$ cat src/rtl/onehot_rr_arbiter.sv
// 16-requester round-robin arbiter with a registered one-hot grant held until acknowledged.
// Optional build macro ONEHOT_ARB_LOCK_EN holds the grant after ack until the granted request drops.
module onehot_rr_arbiter (
  input  logic        clk,
  input  logic        rstN,
  input  logic [15:0] reqIn,
  input  logic        ackIn,
  output logic [15:0] grantOut,
  output logic        grantValid,
  output logic [7:0]  grantCount
);

`ifdef ONEHOT_ARB_LOCK_EN
  typedef enum logic [1:0] {IDLE, GRANT, LOCK} state_t;
`else
  typedef enum logic [1:0] {IDLE, GRANT} state_t;
`endif

  state_t      r_state;
  logic [3:0]  r_ptr;
  logic [3:0]  r_idx;
  logic [15:0] r_grant;
  logic        r_valid;
  logic [7:0]  r_count;

  logic [15:0] w_req_excl;
  logic [4:0]  w_pick_idle;
  logic [4:0]  w_pick_next;

  // Returns {found, index} of the first set bit searching base+1, base+2, ... base.
  // NOTE: the loop runs from the farthest offset down so the nearest hit is the last write and wins.
  function automatic logic [4:0] rr_pick(input logic [15:0] req, input logic [3:0] base);
    logic [3:0] idx;
    rr_pick = 5'b0;
    for (int k = 16; k >= 1; k--) begin
      idx = base + 4'(k);
      if (req[idx]) rr_pick = {1'b1, idx};
    end
  endfunction

  assign w_req_excl  = reqIn & ~r_grant;
  assign w_pick_idle = rr_pick(reqIn, r_ptr);
  // After an ack the pointer becomes the granted index, so search from r_idx directly.
  assign w_pick_next = rr_pick(w_req_excl, r_idx);

  assign grantOut   = r_grant;
  assign grantValid = r_valid;
  assign grantCount = r_count;

  // NOTE: non-blocking assignments throughout so every register samples pre-edge values.
  always_ff @(posedge clk or negedge rstN) begin
    if (!rstN) begin
      r_state <= IDLE;
      r_ptr   <= 4'hF;
      r_idx   <= 4'h0;
      r_grant <= 16'h0000;
      r_valid <= 1'b0;
      r_count <= 8'h00;
    end else begin
      unique case (r_state)
        IDLE: begin
          if (w_pick_idle[4]) begin
            r_idx   <= w_pick_idle[3:0];
            r_grant <= 16'h0001 << w_pick_idle[3:0];
            r_valid <= 1'b1;
            r_state <= GRANT;
          end
        end
        GRANT: begin
          if (ackIn) begin
            r_ptr   <= r_idx;
            r_count <= r_count + 8'd1;
`ifdef ONEHOT_ARB_LOCK_EN
            r_state <= LOCK;
`else
            if (w_pick_next[4]) begin
              r_idx   <= w_pick_next[3:0];
              r_grant <= 16'h0001 << w_pick_next[3:0];
            end else begin
              r_grant <= 16'h0000;
              r_valid <= 1'b0;
              r_state <= IDLE;
            end
`endif
          end
        end
`ifdef ONEHOT_ARB_LOCK_EN
        LOCK: begin
          if (ackIn) r_count <= r_count + 8'd1;
          if (!reqIn[r_idx]) begin
            if (w_pick_next[4]) begin
              r_idx   <= w_pick_next[3:0];
              r_grant <= 16'h0001 << w_pick_next[3:0];
              r_state <= GRANT;
            end else begin
              r_grant <= 16'h0000;
              r_valid <= 1'b0;
              r_state <= IDLE;
            end
          end
        end
`endif
        default: r_state <= IDLE;
      endcase
    end
  end

endmodule

$ cat config.mk
export PLATFORM = sky130hd
export DESIGN_NAME = onehot_rr_arbiter
export DESIGN_NICKNAME = d
export VERILOG_FILES = /design/src/rtl/onehot_rr_arbiter.sv
export SDC_FILE = /design/constraint.sdc
export NUM_CORES = 1
export LEC_CHECK = 0
export CAP_MARGIN = 40
export CORE_MARGIN = 4
export CORE_UTILIZATION = 25
export CTS_CLUSTER_SIZE = 16
export DETAILED_ROUTE_END_ITERATION = 7
export PLACE_DENSITY_LB_ADDON = 0.12
export RECOVER_POWER = 25
export SLEW_MARGIN = 15
export SYNTH_ARGS = -nofsm -noshare
export SYNTH_HDL_FRONTEND = slang
export SYNTH_SLANG_ARGS = --single-unit
$ cat constraint.sdc
create_clock -name clk -period 4.7 [get_ports clk]
set_input_delay 0.94 -clock clk [delete_from_list [all_inputs] [get_ports clk]]
set_output_delay 0.94 -clock clk [all_outputs]
set_load 0.05 [all_outputs]
=== Yosys cells after proc, flatten, opt, wreduce, memory -nomap -nowiden ===
Index checks and enable logic that the tools add are counted.

* Output and inout bits: 25
* Flip-flop bits (word level): 35

* Add/subtract/negate cells: 31
* Eq/ne operators: 5
* Multiplexer cells: 112
* Shifts and indexed selects: 2
* Bitwise logic cells: 2
* $lt $le $gt $ge: 32
* Reductions and logical operators: 7

{| class="wikitable"
|+ Operators with widths
! operator !! number
|-
| < comparator 4 x 5 -> 1 bit (second input constant) || 32
|-
| 2-to-1 mux 5 bit || 32
|-
| binary-select mux 1 bit (select 4 bit) || 32
|-
| adder 4 bit (second input constant) || 16
|-
| 2-to-1 mux 16 bit || 3
|-
| 2-to-1 mux 1 bit || 35
|-
| adder 4 x 3 -> 4 bit (second input constant) || 8
|-
| one-hot mux 16 bit (2 select lines) || 1
|-
| << shifter 1 x 4 -> 16 bit (first input constant) || 2
|-
| adder 4 x 2 -> 4 bit (second input constant) || 4
|-
| bitwise AND 16 bit || 1
|-
| NOT 16 bit || 1
|-
| 2-to-1 mux 4 bit || 3
|-
| adder 4 x 1 -> 4 bit (second input constant) || 2
|-
| adder 8 x 1 -> 8 bit (second input constant) || 1
|-
| inequality test 2 bit (second input constant) || 4
|-
| one-hot mux 4 bit (2 select lines) || 1
|-
| AND reduction 4 bit || 2
|-
| 2-to-1 mux 2 bit || 3
|-
| AND reduction 3 bit || 2
|-
| one-hot mux 2 bit (2 select lines) || 1
|-
| == test 2 x 1 -> 1 bit (second input constant) || 1
|-
| zero test 2 bit || 1
|-
| one-hot mux 1 bit (2 select lines) || 1
|-
| other kinds (2) || 2
|}

=== Logic depth before layout (Yosys ltp) ===
Gate-level depths: netlist (run 1).

* Word-level depth: 24
* Mapped depth: 19
* Depth with buffers taken out: 12

=== Worst setup path after synthesis (run 1) ===
No wires, ideal clock.

* Path type: flip-flop to flip-flop
* From: register r_ptr[0]
* To: register r_grant[12] (netlist: grantOut[12])
* Clock period less this slack: 4.688 ns
* Cell stages (with the launch flop): 18
* Required time: 4.613 ns
* Path slack: 0.012 ns
* Path buffers: 6
* Arrival: 4.602 ns
* Path through: dfstp_2 -> buf_6 -> buf_6 -> buf_6 -> clkbuf_1 -> inv_1 -> ha_1 -> buf_2 -> clkbuf_1 -> mux4_2 -> mux4_2 -> mux2_1 -> o21ai_0 -> a2111oi_2 -> o41a_2 -> o21ba_4 -> or4b_1 -> o211ai_1

* Word-level cells in the longest chain between the ends: 21

{| class="wikitable"
|+ Ends and longest elaborated chain
! item !! line !! RTL
|-
| start: declaration || 20 || <nowiki>logic [3:0] r_ptr;</nowiki>
|-
| start signal: assignment || 71 || <nowiki>r_ptr <= r_idx;</nowiki>
|-
| adder 4 bit / binary-select mux 1 bit (select 4 bit) (equally long branches) || 36, 37 ||
|-
| binary-select mux 1 bit (select 4 bit) / 2-to-1 mux 1 bit (equally long branches) || 37 || <nowiki>if (req[idx]) rr_pick = {1'b1, idx};</nowiki>
|-
| 2-to-1 mux 1 bit (not written as such) / 2-to-1 mux 5 bit (equally long branches) || 37 ||
|-
| 2-to-1 mux 5 bit (14 in a row) || 37 ||
|-
| 2-to-1 mux 5 bit (*) || 37 ||
|-
| << shifter 1 x 4 -> 16 bit || 64 || <nowiki>r_grant <= 16'h0001 << w_pick_idle[3:0];</nowiki>
|-
| 2-to-1 mux 16 bit || 62 || <nowiki>if (w_pick_idle[4]) begin</nowiki>
|-
| one-hot mux 16 bit (2 select lines) || 60 || <nowiki>unique case (r_state)</nowiki>
|-
| end signal: assignment || 64 ||
|-
| end signal: assignment || 78 || <nowiki>r_grant <= 16'h0001 << w_pick_next[3:0];</nowiki>
|-
| end: declaration || 22 || <nowiki>logic [15:0] r_grant;</nowiki>
|}

Every way passes the cells marked *; elsewhere a longest branch is shown, timed or not. The select of a mux whose other input is x is not followed.
A chain may end at the register's enable or synchronous reset.

=== Final worst setup path (run 1) ===
* From: input reqIn[0]
* To: register r_grant[11] (netlist: grantOut[11])

* Word-level cells in the longest chain between the ends: 23

{| class="wikitable"
|+ Ends and longest elaborated chain
! item !! line !! RTL
|-
| start: declaration || 6 || <nowiki>input logic [15:0] reqIn,</nowiki>
|-
| bitwise AND 16 bit || 41 || <nowiki>assign w_req_excl = reqIn & ~r_grant;</nowiki>
|-
| binary-select mux 1 bit (select 4 bit) || 37 ||
|-
| 2-to-1 mux 1 bit (not written as such) || 37 ||
|-
| 2-to-1 mux 5 bit (16 in a row) || 37 ||
|-
| << shifter 1 x 4 -> 16 bit || 78 ||
|-
| 2-to-1 mux 16 bit || 76 || <nowiki>if (w_pick_next[4]) begin</nowiki>
|-
| 2-to-1 mux 16 bit || 70 || <nowiki>if (ackIn) begin</nowiki>
|-
| one-hot mux 16 bit (2 select lines) || 60 ||
|}

Parallel ways exist; a longest one is shown, timed or not. The select of a mux whose other input is x is not followed.

==> results of run 1 <==
-- cells by family (layout without fill, tap and decap cells) --
logic type      count (synthesis)  after routing  synth area share [%]
compound gates                186            186                  20.7
xor+xnor                       32             32                  4.62
fa+ha+maj                      15             15                  2.86
buf+inv                        64            155                  4.52
flops                          33             33                  12.7
mux                           115            115                  28.2
simple gates                  313            313                  26.4
-- per-layer routing --
layer,vias up,global-route usage (%),share of wire [%]
met2,259,26.8,42
met3,23,2.23,6.3
li1,3171,-,-
met5,-,0,0
met4,0,2.85,1.2
met1,3404,29.2,50
-- area by class of cell --
| cell class | count | area, sq um |
|---|---|---|
| fillers | 2721 | 17900 |
| multi-input cells | 661 | 5440 |
| repair buffers | 129 | 1070 |
| flip-flops and latches | 33 | 832 |
| well taps | 335 | 419 |
| clock buffers | 7 | 153 |
| inverters | 18 | 67.6 |
| clock inverters | 1 | 5.00 |
-- per-stage QoR --
stage / setup WS (ns) / TNS, ns / area [sq um] / hold slack [ns]
4_1_cts: 0.0753 / 0 / 7980 / 0.481
3_3_place_gp: -0.289 / -3.62 / 7820 / 0.468
2_1_floorplan: 0.0115 / 0 / 6560 / 0.644
6_report: 0.257 / 0 / 7980 / 0.478
3_5_place_dp: -0.199 / -2.20 / 7820 / 0.465
5_1_grt: 0.0386 / 0 / 7980 / 0.499
-- how the worst max path moves through the flow --
stage,from,to,slack [ns],cells after the start
floorplan,r_ptr[0],grantOut[12],0.01,17
global placement,reqIn[0],grantOut[14],-0.29,13
detailed placement,reqIn[8],grantOut[14],-0.20,11
CTS,reqIn[0],grantOut[14],0.08,13
global route,reqIn[0],grantOut[11],0.04,11
finish,reqIn[0],grantOut[11],0.26,11
-- state kept, by name (all words and copies together) (netlist names) --
| signal | cells |
|---|---|
| grantCount | 8 |
| r_idx | 4 |
| grantValid | 1 |
| r_ptr | 4 |
| grantOut | 16 |
-- layout by cell type (no fill, tap or decap), types with 6 or more instances in the layout --
cell type,n
a21oi_1,30
and3b_1,7
buf_4,86
clkdlybuf4s50_1,42
dfrtp_1,28
ha_1,15
inv_1,17
mux2_2,19
mux2i_1,36
mux4_2,53
nand2_1,71
nand2b_1,32
nand3_1,21
nand4_1,9
nor2_1,51
nor2b_1,21
nor3_1,20
nor3b_1,9
nor4_1,21
o211ai_1,24
o21ai_0,28
o221ai_1,13
o22ai_1,8
or4_1,6
xnor2_1,21
xor2_1,8
-- timing repair --
| item | CTS | global route |
|---|---|---|
| hold endpoints to repair | 0 | 0 |
| endpoints found under the setup margin | 0 | 10 |
| gates resized for setup | 0 | 1 |
==> summary.md, run 1 <==
| Metric | Value |
|---|---|
| Post-route antenna net violation count | `0` |
| Util after Layout | `30.8%` |
| Clock Latency Late Sink | `0.28 ns` |
| Mapped Cells | `758` |
| Setup Fix Bufs, Post-CTS | `0` |
| Yosys warns | `0` |
| Post-Syn Nets | `792` |
| Hold path cells | `1` |
| Post-Syn Area | `6560 sq um` |
| Max incr delay on CP | `0.57 ns` |
| Outcome | `finished, violations left` |
| N_diodes | `0` |
| Min-delay src | `grantCount[7]` |
| Routed wire length | `27000 um` |
| Crit path cell chain | `clkdlybuf4s50_1 > buf_4 > mux4_2 > mux2_2 > a221oi_2 > and2_1 > nand2_1 > o41a_2 > nor3_4 > nand3_1 > o211ai_1` |
| Post-DP HPWL | `21500 um` |
| Area Overhead vs Synth | `21.7%` |
| Slew @ Worst Pin | `1.87 ns` |
| Initial core utilization | `25.3%` |
| WP data arrival | `4.63 ns` |
| Vias | `6857` |
| Critical Path RT | `4.89 ns` |
| Failing checks | `capacitance limit, slew limit` |
| Type of the most critical hold path | `flop to flop` |
| Syn Area/Cell | `8.65 sq um` |
| Share of the synthesized area in the top cell type | `18.2%` |
| GPL Wtd Cong | `0.915` |
| Synth top area cells | `mux4_2 18%, dfrtp_1 11%, mux2i_1 5.5%` |
| Width of the chip | `170 um` |
| Worst-path fanout max | `7` |
| # DRC | `0` |
| CP Capture Type | `flop` |
| Final Setup Violations | `0` |
| Slew headroom | `-24.4%` |
| Antenna violations before repair | `0` |
| Tcrit/Tclk final | `94.5%` |
| RSZ-0062 raised after global routing | `no` |
| CTS buffer count | `5` |
| Routed len/inst | `22.8 um` |
| Max cap viols | `1` |
| Finished Layout Cells | `1184` |
| Fin crit period | `4.44 ns` |
| Total I/O pin count | `44` |
| CTS Hold Buffers Added | `0` |
| Layout cell share with drive strength beyond 1 | `22.7%` |
| Fmax | `0.225 GHz` |
| CP max-delay cell | `clkdlybuf4s50_1` |
| Clock Skews | `0.00778 ns` |
| CTS tree | `done` |
| Die Y | `170 um` |
| Crit Path Class | `primary input to flop` |
| Final Hold Vio Count | `0` |
| Vias in the first global route | `6613` |
| Most frequent cell after synthesis | `nand2_1` |
| Synth Flop Type | `dfrtp_1` |
| Grt ovf | `0` |
| Clock Tree Root | `clkbuf_16` |
| Top delay family on crit path | `compound AO/OA/AOI/OAI gates` |
| Register area share after synthesis | `12.7%` |
| Largest area contributor in the netlist | `mux4_2` |
| Worst-path clk slew | `0.06 ns` |
| First drt pass iteration count | `5` |
| CP startpoint kind | `primary input` |
| CTS H-tree lvls | `2` |
| Post-synth top cells | `71 x nand2_1, 53 x mux4_2, 51 x nor2_1, 36 x mux2i_1, 32 x nand2b_1` |
| FF-to-FF path depth | `12` |
| Number of synthesized flops with an enable pin | `0` |
| Reg-to-reg critical path startpoint | `r_ptr[0]` |
| First-pass GRT wire length | `41800 um` |
| Max Slew Vio Count | `34` |
| Hold-critical path endpoint | `grantCount[7]` |
| Port Buffers | `43` |
| Flops & latches, synth | `33` |
| Core Region | `25900 sq um` |
| Worst-case clock buffer depth | `2` |
| Largest net degree at the start of global routing | `43` |
| Total global-route track usage | `18.4%` |
| Flop2flop setup slack | `0.38 ns` |
| CTS sink cnt | `33` |
| Netlist cell types | `89` |
| Buf/Inv on CP | `2` |
| Post-synthesis async set-or-reset flop share | `100%` |
| Placed cells | `1176` |
| Nets | `882` |
| Rows | `59` |
| Initial DRC Count | `627` |
| Die ar. | `28900 sq um` |
| Vias per cell | `5.79` |
| Worst r2r dst | `grantOut[14]` |
Power of run 1 is left out: the tool's default activity adds up to more than one toggle a clock period on the data nets, which glitch-free logic cannot reach.
==> run 2, diff against run 1 <==
- CAP_MARGIN: 40 -> default
==> results of run 2 <==
The final DEF is identical to that of run 1; final timing and power are the same.
Power of run 2 is left out for the same reason.
==> run 3, diff against run 2 <==
- ABC_AREA: default -> 1
- CAP_MARGIN: default -> 0
==> summary.md, run 3 <==
| Metric | Value |
|---|---|
| Outcome | `finished, violations left (unchanged)` |
| Failing checks | `capacitance limit, slew limit (unchanged)` |
| Vias | `6241 (was 6857)` |
| Final Hold Vio Count | `0 (unchanged)` |
| Clock Latency Late Sink | `0.27 ns (was 0.28 ns)` |
| Slew headroom | `-28.1% (was -24.4%)` |
| Setup Fix Bufs, Post-CTS | `0 (unchanged)` |
| Worst-path clk slew | `0.05 ns (was 0.06 ns)` |
| Max cap viols | `1 (unchanged)` |
| Die ar. | `23000 sq um (was 28900 sq um)` |
| Width of the chip | `152 um (was 170 um)` |
| CTS Hold Buffers Added | `0 (unchanged)` |
| RSZ-0062 raised after global routing | `no (unchanged)` |
| Antenna violations before repair | `0 (unchanged)` |
| Yosys warns | `0 (unchanged)` |
| Post-route antenna net violation count | `0 (unchanged)` |
| Syn Area/Cell | `5.36 sq um (was 8.65 sq um)` |
| Fin crit period | `3.81 ns (was 4.44 ns)` |
| Post-Syn Nets | `996 (was 792)` |
| Nets | `1033 (was 882)` |
| Die Y | `152 um (was 170 um)` |
| Post-synth top cells | `404 x nand2_1, 177 x nand3_1, 88 x inv_1, 68 x a21oi_1, 43 x nor2_1 (was 71 x nand2_1, 53 x mux4_2, 51 x nor2_1, 36 x mux2i_1, 32 x nand2b_1)` |
| Post-Syn Area | `5160 sq um (was 6560 sq um)` |
| Clock Tree Root | `clkbuf_16 (unchanged)` |
| Layout cell share with drive strength beyond 1 | `6.00% (was 22.7%)` |
| Fmax | `0.263 GHz (was 0.225 GHz)` |
| Type of the most critical hold path | `flop to flop (unchanged)` |
| Total I/O pin count | `44 (unchanged)` |
| Largest net degree at the start of global routing | `34 (was 43)` |
| Most frequent cells in the layout | `404 x nand2_1, 177 x nand3_1, 88 x inv_1, 68 x a21oi_1, 43 x nor2_1 (was 86 x buf_4, 71 x nand2_1, 53 x mux4_2, 51 x nor2_1, 42 x clkdlybuf4s50_1)` |
| Initial DRC Count | `510 (was 627)` |
| Worst-case clock buffer depth | `2 (unchanged)` |
| Area Overhead vs Synth | `16.2% (was 21.7%)` |
| Clock Skews | `0.00651 ns (was 0.00778 ns)` |
| Most frequent cell after synthesis | `nand2_1 (unchanged)` |
| Setup TNS | `0 ns (unchanged)` |
| Crit Path Class | `primary input to flop (unchanged)` |
| CTS tree | `done (unchanged)` |
| Final Setup Violations | `0 (unchanged)` |
| Mapped Cells | `962 (was 758)` |
| # DRC | `0 (unchanged)` |
| First-pass GRT wire length | `32400 um (was 41800 um)` |
| CP startpoint kind | `primary input (unchanged)` |
| CTS H-tree lvls | `2 (unchanged)` |
| Synth top area cells | `nand2_1 29%, nand3_1 17%, dfrtp_1 14% (was mux4_2 18%, dfrtp_1 11%, mux2i_1 5.5%)` |
| Initial core utilization | `25.5% (was 25.3%)` |
| Slew @ Worst Pin | `1.92 ns (was 1.87 ns)` |
| Post-synthesis async set-or-reset flop share | `100% (unchanged)` |
| Flops & latches, synth | `33 (unchanged)` |
| Worst-path fanout max | `8 (was 7)` |
| CTS buffer count | `5 (unchanged)` |
| Grt ovf | `0 (unchanged)` |
| Tcrit/Tclk final | `81.0% (was 94.5%)` |
| Number of synthesized flops with an enable pin | `0 (unchanged)` |
| Largest area contributor in the netlist | `nand2_1 (was mux4_2)` |
| Port Buffers | `43 (unchanged)` |
| Register area share after synthesis | `16.1% (was 12.7%)` |
| Largest register FFs | `16 (unchanged)` |
| Critical Path RT | `4.91 ns (was 4.89 ns)` |
| GPL Wtd Cong | `0.868 (was 0.915)` |
| Netlist cell types | `38 (was 89)` |
| Most common cell after layout, fill and taps aside | `nand2_1 (was buf_4)` |
| Total global-route track usage | `17.8% (was 18.4%)` |
| Vias in the first global route | `5820 (was 6613)` |
| WP data arrival | `4.02 ns (was 4.63 ns)` |
| Max Slew Vio Count | `34 (unchanged)` |
| Rows | `52 (was 59)` |
| Post-cts sizing count | `0 (unchanged)` |
| CTS sink cnt | `33 (unchanged)` |
| Routed len/inst | `16.2 um (was 22.8 um)` |
| Post-DP HPWL | `16300 um (was 21500 um)` |
| Routed wire length | `20600 um (was 27000 um)` |
| Number of fill cells | `2305 (was 2721)` |
| N_diodes | `0 (unchanged)` |
| Synth Flop Type | `dfrtp_1 (unchanged)` |
| Share of the synthesized area in the top cell type | `29.4% (was 18.2%)` |
| Core Region | `20200 sq um (was 25900 sq um)` |
| First drt pass iteration count | `7 (was 5)` |
| Vias per cell | `4.91 (was 5.79)` |
| CP Capture Type | `flop (unchanged)` |
-- run 3: layout make-up --
cell class	count	area [sq um]	area share, %
Multi-Input combinational cell	802	3770	62.9
Tap cell	270	338	5.64
Inverter	100	378	6.30
Timing Repair Buffer	57	529	8.83
Clock buffer	8	146	2.44
Sequential cell	33	831	13.9
-- run 3: critical path, cell delays in order --
cell	delay [ns]
clkdlybuf4s50_1	0.64
nand3_1	0.15
nand3_1	0.11
nand2_1	0.09
nand2_1	0.10
nand2_1	0.06
o21ai_1	0.52
a31oi_1	0.09
nand2_1	0.10
nand2_1	0.05
nand2_1	0.06
nand2_1	0.06
nand2_1	0.06
nand2_1	0.12
a21oi_1	0.49
nand4_1	0.16
nand2_1	0.09
nand2_1	0.05
nand2_1	0.06
-- run 3: per-layer routing --
layer	global-route usage, %	part of all wire (%)	vias up
li1	-	-	3178
met1	25.6	47	2872
met2	29.1	46	173
met3	2.23	5.2	18
met4	2.56	1.1	0
met5	0	0	-
-- run 3: path summary, 6_finish.rpt --
kind	cells after the start	from	slack, ns	endpoint
hold / removal	1	grantCount[7]	0.48	grantCount[7]
setup reg to reg	27	r_ptr[1]	0.90	grantOut[6]
max in group asynchronous	1	rstN	2.39	grantOut[2]
setup / recovery	19	reqIn[15]	0.89	grantOut[14]
hold reg to reg	1	grantCount[7]	0.48	grantCount[7]
min in group asynchronous	1	rstN	1.19	grantCount[4]
-- run 3: cell families after synthesis --
| kind of cell | count (synthesis) | share of synthesized area, % |
|---|---|---|
| flops | 33 | 16.1 |
| simple gates | 663 | 54.8 |
| fa+ha+maj | 15 | 3.64 |
| buf+inv | 127 | 10.7 |
| xor+xnor | 18 | 3.71 |
| compound gates | 106 | 11.0 |
-- run 3: through the flow --
step | hold WS [ns] | area [sq um] | instances | utilization, % | setup slack [ns]
after floorplan | 0.623 | 5160 | 962 | - | 1.34
after global placement | 0.472 | 5850 | 1262 | 28.9 | 0.586
after detailed placement | 0.465 | 5850 | 1262 | 28.9 | 0.674
after CTS | 0.483 | 5990 | 1270 | 29.6 | 0.917
after global routing | 0.506 | 5990 | 1270 | 29.6 | 0.476
final | 0.480 | 5990 | 1270 | 29.6 | 0.891
Power of run 3 is left out for the same reason.
